**src/rtl/cache_ahb_master.sv**
```systemverilog
// AHB-Lite INCR8 burst master for cache line refills and write-backs.
// One block request at a time; completion is returned with an error flag.
module cache_ahb_master #(
    parameter int WORD_WIDTH             = 32,
    parameter int BLOCK_WIDTH            = 256,
    parameter int BLOCK_WIDTH_WORDS      = 8,
    parameter int LOG2_BLOCK_WIDTH_WORDS = 3,
    parameter int LOG2_BLOCK_SIZE        = 5,
    parameter int ADDR_WIDTH             = 32
) (
    input  logic                   clk,
    input  logic                   rst,
    input  logic                   req_valid,
    output logic                   req_ready,
    input  logic                   req_write,
    input  logic [ADDR_WIDTH-1:0]  req_addr,
    input  logic [BLOCK_WIDTH-1:0] req_wdata,
    output logic                   resp_valid,
    input  logic                   resp_ready,
    output logic [BLOCK_WIDTH-1:0] resp_data,
    output logic                   resp_error,
    output logic [ADDR_WIDTH-1:0]  HADDR,
    output logic [1:0]             HTRANS,
    output logic [2:0]             HBURST,
    output logic [2:0]             HSIZE,
    output logic                   HWRITE,
    output logic [WORD_WIDTH-1:0]  HWDATA,
    input  logic [WORD_WIDTH-1:0]  HRDATA,
    input  logic                   HREADY,
    input  logic                   HRESP,
    output logic [1:0]             dbg_state
);
    // Handshakes: a transfer happens on a rising edge where valid && ready;
    // resp_valid, resp_data and resp_error stay stable until resp_ready.
    localparam int L = LOG2_BLOCK_WIDTH_WORDS;
    localparam logic [L-1:0] LAST_BEAT = L'(BLOCK_WIDTH_WORDS - 1);
    localparam logic [ADDR_WIDTH-1:0] OFFSET_MASK = ADDR_WIDTH'((1 << LOG2_BLOCK_SIZE) - 1);
    localparam logic [1:0] HT_IDLE   = 2'b00;
    localparam logic [1:0] HT_NONSEQ = 2'b10;
    localparam logic [1:0] HT_SEQ    = 2'b11;
    localparam logic [2:0] HB_INCR8  = 3'b101;
    localparam logic [2:0] HS_WORD   = 3'b010;

    typedef enum logic [1:0] {S_IDLE, S_BURST, S_DRAIN, S_RESP} state_t;

    state_t                 state;
    logic [ADDR_WIDTH-1:0]  base;
    logic                   wr;
    logic [BLOCK_WIDTH-1:0] wdata_q;
    logic [L-1:0]           addr_cnt;
    logic [L-1:0]           data_cnt;
    logic                   data_active;
    logic                   err;
    logic [ADDR_WIDTH-1:0]  next_addr;
    logic [ADDR_WIDTH-1:0]  req_base;

    assign req_base  = req_addr & ~OFFSET_MASK;
    assign next_addr = base + {{(ADDR_WIDTH-L-2){1'b0}}, addr_cnt + 1'b1, 2'b00};
    assign req_ready = (state == S_IDLE) && !rst;
    assign dbg_state = state;

    always_ff @(posedge clk) begin
        if (rst) begin
            state       <= S_IDLE;
            base        <= '0;
            wr          <= 1'b0;
            wdata_q     <= '0;
            addr_cnt    <= '0;
            data_cnt    <= '0;
            data_active <= 1'b0;
            err         <= 1'b0;
            resp_valid  <= 1'b0;
            resp_data   <= '0;
            resp_error  <= 1'b0;
            HADDR       <= '0;
            HTRANS      <= HT_IDLE;
            HBURST      <= 3'b000;
            HSIZE       <= 3'b000;
            HWRITE      <= 1'b0;
            HWDATA      <= '0;
        end else begin
            case (state)
                S_IDLE: begin
                    if (req_valid) begin
                        base        <= req_base;
                        wr          <= req_write;
                        wdata_q     <= req_wdata;
                        resp_data   <= '0;
                        resp_error  <= 1'b0;
                        err         <= 1'b0;
                        addr_cnt    <= '0;
                        data_cnt    <= '0;
                        data_active <= 1'b0;
                        HADDR       <= req_base;
                        HTRANS      <= HT_NONSEQ;
                        HBURST      <= HB_INCR8;
                        HSIZE       <= HS_WORD;
                        HWRITE      <= req_write;
                        state       <= S_BURST;
                    end
                end
                S_BURST, S_DRAIN: begin
                    if (data_active && HRESP && !HREADY) begin
                        // First error cycle: cancel the pending address phase.
                        err    <= 1'b1;
                        HTRANS <= HT_IDLE;
                        HBURST <= 3'b000;
                        HSIZE  <= 3'b000;
                        state  <= S_DRAIN;
                    end else if (HREADY) begin
                        if (data_active && !wr && !HRESP && !err)
                            resp_data[data_cnt*WORD_WIDTH +: WORD_WIDTH] <= HRDATA;
                        if (data_active)
                            data_cnt <= data_cnt + 1'b1;
                        if (state == S_DRAIN) begin
                            resp_valid  <= 1'b1;
                            resp_error  <= err;
                            data_active <= 1'b0;
                            HWRITE      <= 1'b0;
                            HWDATA      <= '0;
                            state       <= S_RESP;
                        end else begin
                            data_active <= 1'b1;
                            HWDATA      <= wdata_q[addr_cnt*WORD_WIDTH +: WORD_WIDTH];
                            if (addr_cnt == LAST_BEAT) begin
                                HTRANS <= HT_IDLE;
                                HBURST <= 3'b000;
                                HSIZE  <= 3'b000;
                                state  <= S_DRAIN;
                            end else begin
                                addr_cnt <= addr_cnt + 1'b1;
                                HADDR    <= next_addr;
                                HTRANS   <= HT_SEQ;
                            end
                        end
                    end
                end
                S_RESP: begin
                    if (resp_ready) begin
                        resp_valid <= 1'b0;
                        state      <= S_IDLE;
                    end
                end
                default: state <= S_IDLE;
            endcase
        end
    end
endmodule

```
**config.mk**
```make
export PLATFORM = sky130hd
export DESIGN_NAME = cache_ahb_master
export DESIGN_NICKNAME = d
export VERILOG_FILES = /design/src/rtl/cache_ahb_master.sv
export SDC_FILE = /design/constraint.sdc
export NUM_CORES = 1
export LEC_CHECK = 0
export BUFFER_PORTS_ARGS = -buffer_cell sky130_fd_sc_hd__buf_2
export CORE_AREA = 2 2 259 261
export DETAILED_ROUTE_END_ITERATION = 16
export DIE_AREA = 0 0 261 263
export PLACE_DENSITY = 0.58
export SLEW_MARGIN = 40
export SYNTH_ARGS = -nofsm -noshare
export SYNTH_HDL_FRONTEND = slang
export SYNTH_SLANG_ARGS = --single-unit
```
**constraint.sdc**
```tcl
create_clock -name clk -period 5.4 [get_ports clk]
set_input_delay 0.81 -clock clk [delete_from_list [all_inputs] [get_ports clk]]
set_output_delay 0.81 -clock clk [all_outputs]
set_load 0.05 [all_outputs]
```
[After elaboration in Yosys (flattened, before gate mapping)]
Cells that the tools add are included.
Word-level totals
  register bits: 625
  bits in latches: 0
  memory bits (writable): 0
  ROM bits: 0
  bits of input ports: 327
  word-level logic and storage cells: 135
  memories kept: 0
Cells by class
  add/subtract/negate cells: 4
  multiply operators: 0
  div/mod/pow operators: 0
  $lt $le $gt $ge: 0
  equal/unequal tests: 18
  shifts and indexed selects: 3
  muxes and demuxes: 65
  bitwise operators: 1
  reduce and logical (&&, ||, !) cells: 27
Operator list (count)
  2-to-1 mux 256 bit: 4
  case mux 256 bit (2 select lines): 1
  bitwise mux 256 bit: 1
  variable shift 32 x 34 -> 256 bit (first input constant): 1
  indexed part select 256 x 9 -> 32 bit: 1
  indexed part select 32 x 34 -> 256 bit: 1
  2-to-1 mux 32 bit: 6
  case mux 32 bit (2 select lines): 1
  2-to-1 mux 3 bit: 14
  negator 8 -> 34 bit: 1
  adder 32 x 5 -> 32 bit: 1
  AND reduction 5 bit: 5
  case mux 3 bit (2 select lines): 4
  2-to-1 mux 2 bit: 11
  != test 2 bit (second input constant): 10
  2-to-1 mux 1 bit: 16
  AND reduction 4 bit: 3
  case mux 1 bit (2 select lines): 5
  != test 3 bit (second input constant): 3
  adder 3 x 1 -> 3 bit (second input constant): 2
  logical AND 1 bit: 6
  case mux 2 bit (3 select lines): 1
  AND reduction 3 bit: 2
  AND reduction 6 bit: 1
  11 further kinds: 17

[Logic depth before layout (Yosys ltp)]
  depth in word-level cells: 8
  depth in mapped cells: 10
  gate-level depth less buffers: 7

[Worst setup path after synthesis]
No wires, ideal clock.
  path kind: input-to-output
  from: in rst
  to: out req_ready
  arrival time: 2.114 ns
  path slack: 2.476 ns
  cell stages on the path: 4
  buffers on the path: 3
  cells stage by stage: clkbuf_1 -> clkbuf_1 -> clkbuf_1 -> nor2b_1
Between the ends
  word-level cells in the longest chain between the ends: 2
RTL lines
  start: declaration: line 12  | input logic rst,
  logical NOT 1 bit: line 59  | assign req_ready = (state == S_IDLE) && !rst;
  logical AND 1 bit: line 59
  end: declaration: line 14  | output logic req_ready,
No other way between the ends.

[Worst setup path in the final report]
  from: reg state[1] (netlist: dbg_state[1])
  to: reg resp_data[23]
Between the ends
  word-level cells in the longest chain between the ends: 4
  elaborated cells on any way between the ends: 11
  classes of those cells: eq/ne: 6; mux: 1; reduce/logical: 4
RTL lines
  start: declaration: line 46  | state_t state;
  start signal: assignment: line 64  | state <= S_IDLE;
  start signal: assignment: line 99  | state <= S_BURST;
  start signal: assignment: line 109  | state <= S_DRAIN;
  == test 2 bit / == test 2 x 1 -> 1 bit (equally long branches): line 82  | case (state)
  OR reduction 2 bit: line 82
  != test 2 bit (no source line) / nonzero test 2 bit (equally long branches)
  AND reduction 5 bit (no source line)
  end signal: assignment: line 73  | resp_data <= '0;
  end signal: assignment: line 88  | resp_data <= '0;
  end signal: indexed assignment: line 112  | resp_data[data_cnt*WORD_WIDTH +: WORD_WIDTH] <= HRDATA;
  end: declaration: line 20  | output logic [BLOCK_WIDTH-1:0] resp_data,
Parallel ways exist; a longest one is shown, timed or not.
A chain may end at the register's enable or synchronous reset.

==> flow_summary_export.csv <==
group,metric,value,unit
clock_tree,cts_max_path_buffers,3,
sta,fmax,269,MHz
placed_design,dp_hpwl,67.9,mm
pwr,p_int,9190,µW
clock_tree,clk_pin_slew,60,ps
grt,antenna_found_initial,38,
layout,layout_commonest_cell,"nand2_1",
pwr,p_seq_share,36.6,%
pwr,p_leak,0.0127,µW
sta,setup_tns,0,ps
layout,final_util,46.9,%
floorplan,initial_core_util,37.5,%
route,wl,94.1,mm
grt,overflow,0,
grt,grt_pass1_vias,20600,
grt,grt_pass1_wl,135,mm
clock_tree,clockRootBuffer,"clkbuf_16",
floorplan,io_pins,661,
yosys,synth_edf_count,0,
sta,slew_violations,0,
layout,final_cell_mix,"788 x nand2_1, 649 x buf_2, 612 x dfxtp_1, 331 x a21oi_1, 229 x mux2i_1",
yosys,synth_ff_type,"dfxtp_1",
yosys,yosys-top-cells-area,"dfxtp_1 50%, nand2_1 12%, mux2i_1 9.3%, a21oi_1 6.8%, clkbuf_1 2.2%",
route,drt_iter0_markers,1745,
sta,clock_skew,18.4,ps
grt,grt_max_degree,161,
grt,grt_use_total,26.2,%
sta,setup_viol,0,
pwr,power-per-cell-area,482,mW/mm²
sta,max_slew_margin,43.4,%
floorplan,coreArea,0.0656,mm²
worst_setup_path,start_kind,"flip-flop",
yosys,netlist_area,0.0246,mm²
clock_tree,postCtsSetupBuffers,0,
yosys,yosysUniqueCellTypes,59,
sta,period_share,68.9,%
pwr,irDropWorstVdd,423,µV
placed_design,place_ws,1640,ps
floorplan,die_height,263,µm
outcome,status,"finished clean",
sta,worst_pin_slew,845,ps
yosys,synth_top_area_share,50.1,%
placed_design,io_buffers,650,
worst_setup_path,r2r_start,"dbg_state[1]",
route,wl_per_cell,22.2,µm
hold_path,hold_path.startpoint,"req_wdata[134]",
worst_setup_path,crit_path_end_kind,"flip-flop",
clock_tree,cts_sinks,615,
clock_tree,cts.repair.resized,0,
clock_tree,cts_tree,"done",
yosys,ys_warn_count,0,
clock_tree,cts_hold_buf,0,
yosys,ys_seq_area_share,50.1,%
clock_tree,clock_latency,600,ps
worst_setup_path,startpoint,"dbg_state[1]",
sta,finalWorstSetupSlack,1680,ps
clock_tree,numCtsBuffers,70,
yosys,ys_ff_latch,615,
layout,num-nets-final,3639,
pwr,swShare,38.0,%
yosys,netlist_instances,2785,
hold_path,min-delay-path-class,"in2reg",
route,vias,22100,
placed_design,gp_congestion,0.847,
worst_setup_path,cp.arrival,4270,ps
clock_tree,htreeDepth,3,
floorplan,rows,94,
worst_setup_path,r2r_slack,1680,ps
pwr,comb_power_share,30.6,%
yosys,ys_async_sr_fraction,0,%
route,ant_nets,0,
yosys,syn_avg_cell_area,8.83,µm²
sta,period_needed,3720,ps
layout,drive_gt1_share,25.5,%
sta,rsz0062_at_grt,"no",
floorplan,dieArea,0.0686,mm²
floorplan,die_w,261,µm
route,dr.pass1.iters,5,
worst_setup_path,path_class,"reg2reg",
worst_setup_path,required,5940,ps
layout,syn2layout_area_growth,25.1,%
sta,finalHoldViolCount,0,
pwr,p_sw,5640,µW
flow_run,max_cap_viol_count,0,
pwr,clkPwrFrac,32.9,%
route,vias_per_cell,5.22,
worst_setup_path,crit_fanout,46,
route,drc,0,
yosys,synth_top_area_cell,"dfxtp_1",
pwr,power,14800,µW
layer usage:
metal / up-vias / global-route usage, % / part of all wire (%)
met5: - / 0 / 0.23
met4: 36 / 11.3 / 4.2
met3: 203 / 8.13 / 8.6
met2: 783 / 42.1 / 47
met1: 10400 / 32.3 / 40
li1: 10600 / - / -
layout make-up:
| class | instances | area, µm² |
|---|---|---|
| Antenna cell | 16 | 40.0 |
| Clock buffer | 94 | 1970 |
| Clock inverter | 28 | 374 |
| Fill cell | 6564 | 34900 |
| Inverter | 7 | 26.3 |
| Multi-Input combinational cell | 1923 | 11300 |
| Sequential cell | 615 | 12300 |
| Tap cell | 864 | 1080 |
| Timing Repair Buffer | 684 | 3650 |
registers in the layout (all words and copies together), names as in the netlist:
signal	cells
resp_data	256
dbg_state	2
resp_error	1
addr_cnt	2
base	27
HADDR	28
HWDATA	32
resp_valid	1
wdata_q	256
data_active	1
HTRANS	2
data_cnt	3
wr	1
HWRITE	1
HBURST	1
err	1
power groups by stage:
stage / clock network, µW / registers, µW / logic, µW
2_1_floorplan: 0 / 5820 / 2720
3_3_place_gp: 0 / 5510 / 4480
3_5_place_dp: 0 / 5520 / 4530
4_1_cts: 4950 / 5420 / 4540
5_1_grt: 5150 / 5490 / 4890
6_report: 4870 / 5420 / 4530
metrics by stage:
stage | hold slack [ps] | std cells | area, µm²
after floorplan | 432 | 2789 | 24600
after global placement | 438 | 4088 | 28200
after detailed placement | 442 | 4091 | 28300
after CTS | 394 | 4213 | 30700
after global routing | 409 | 4225 | 30700
final | 428 | 4231 | 30700
kinds of logic after synthesis:
kind of cell | after synthesis | share of synthesized area, %
buffers and inverters | 251 | 4.48
DFF | 615 | 50.1
xor gates and xnor gates | 1 | 0.0356
adders and majority gates | 11 | 0.560
other | 1 | 0.0153
AOI/OAI and AO/OA | 681 | 18.5
muxes | 230 | 9.38
and+or+nand+nor | 995 | 17.0
critical path, cell delays in order, from the launching register on:
cell	delay (ps)
dfxtp_1	390
inv_1	120
ha_4	580
buf_4	700
nand2_1	610
nor2_1	740
buf_4	310
nand2_1	70
o21ai_1	110
final timing paths:
| check | cells past startpoint | endpoint |
|---|---|---|
| worst max register to register | 8 | resp_data[23] |
| worst max-delay path | 8 | resp_data[23] |
| worst min register to register | 2 | wdata_q[38] |
| worst min-delay path | 3 | wdata_q[134] |
synth_stat cells (35+ instances only):
cell type / count
dfxtp_1: 615
a22o_1: 59
buf_1: 35
a21oi_1: 334
nor2b_1: 50
clkbuf_1: 145
buf_2: 41
nand2b_1: 44
o2bb2ai_1: 39
nand2_1: 790
mux2i_1: 229
a211oi_1: 61
o21ai_1: 42
a31oi_1: 35
nor2_1: 59
Note: power is estimated with default switching activity, not from simulation.
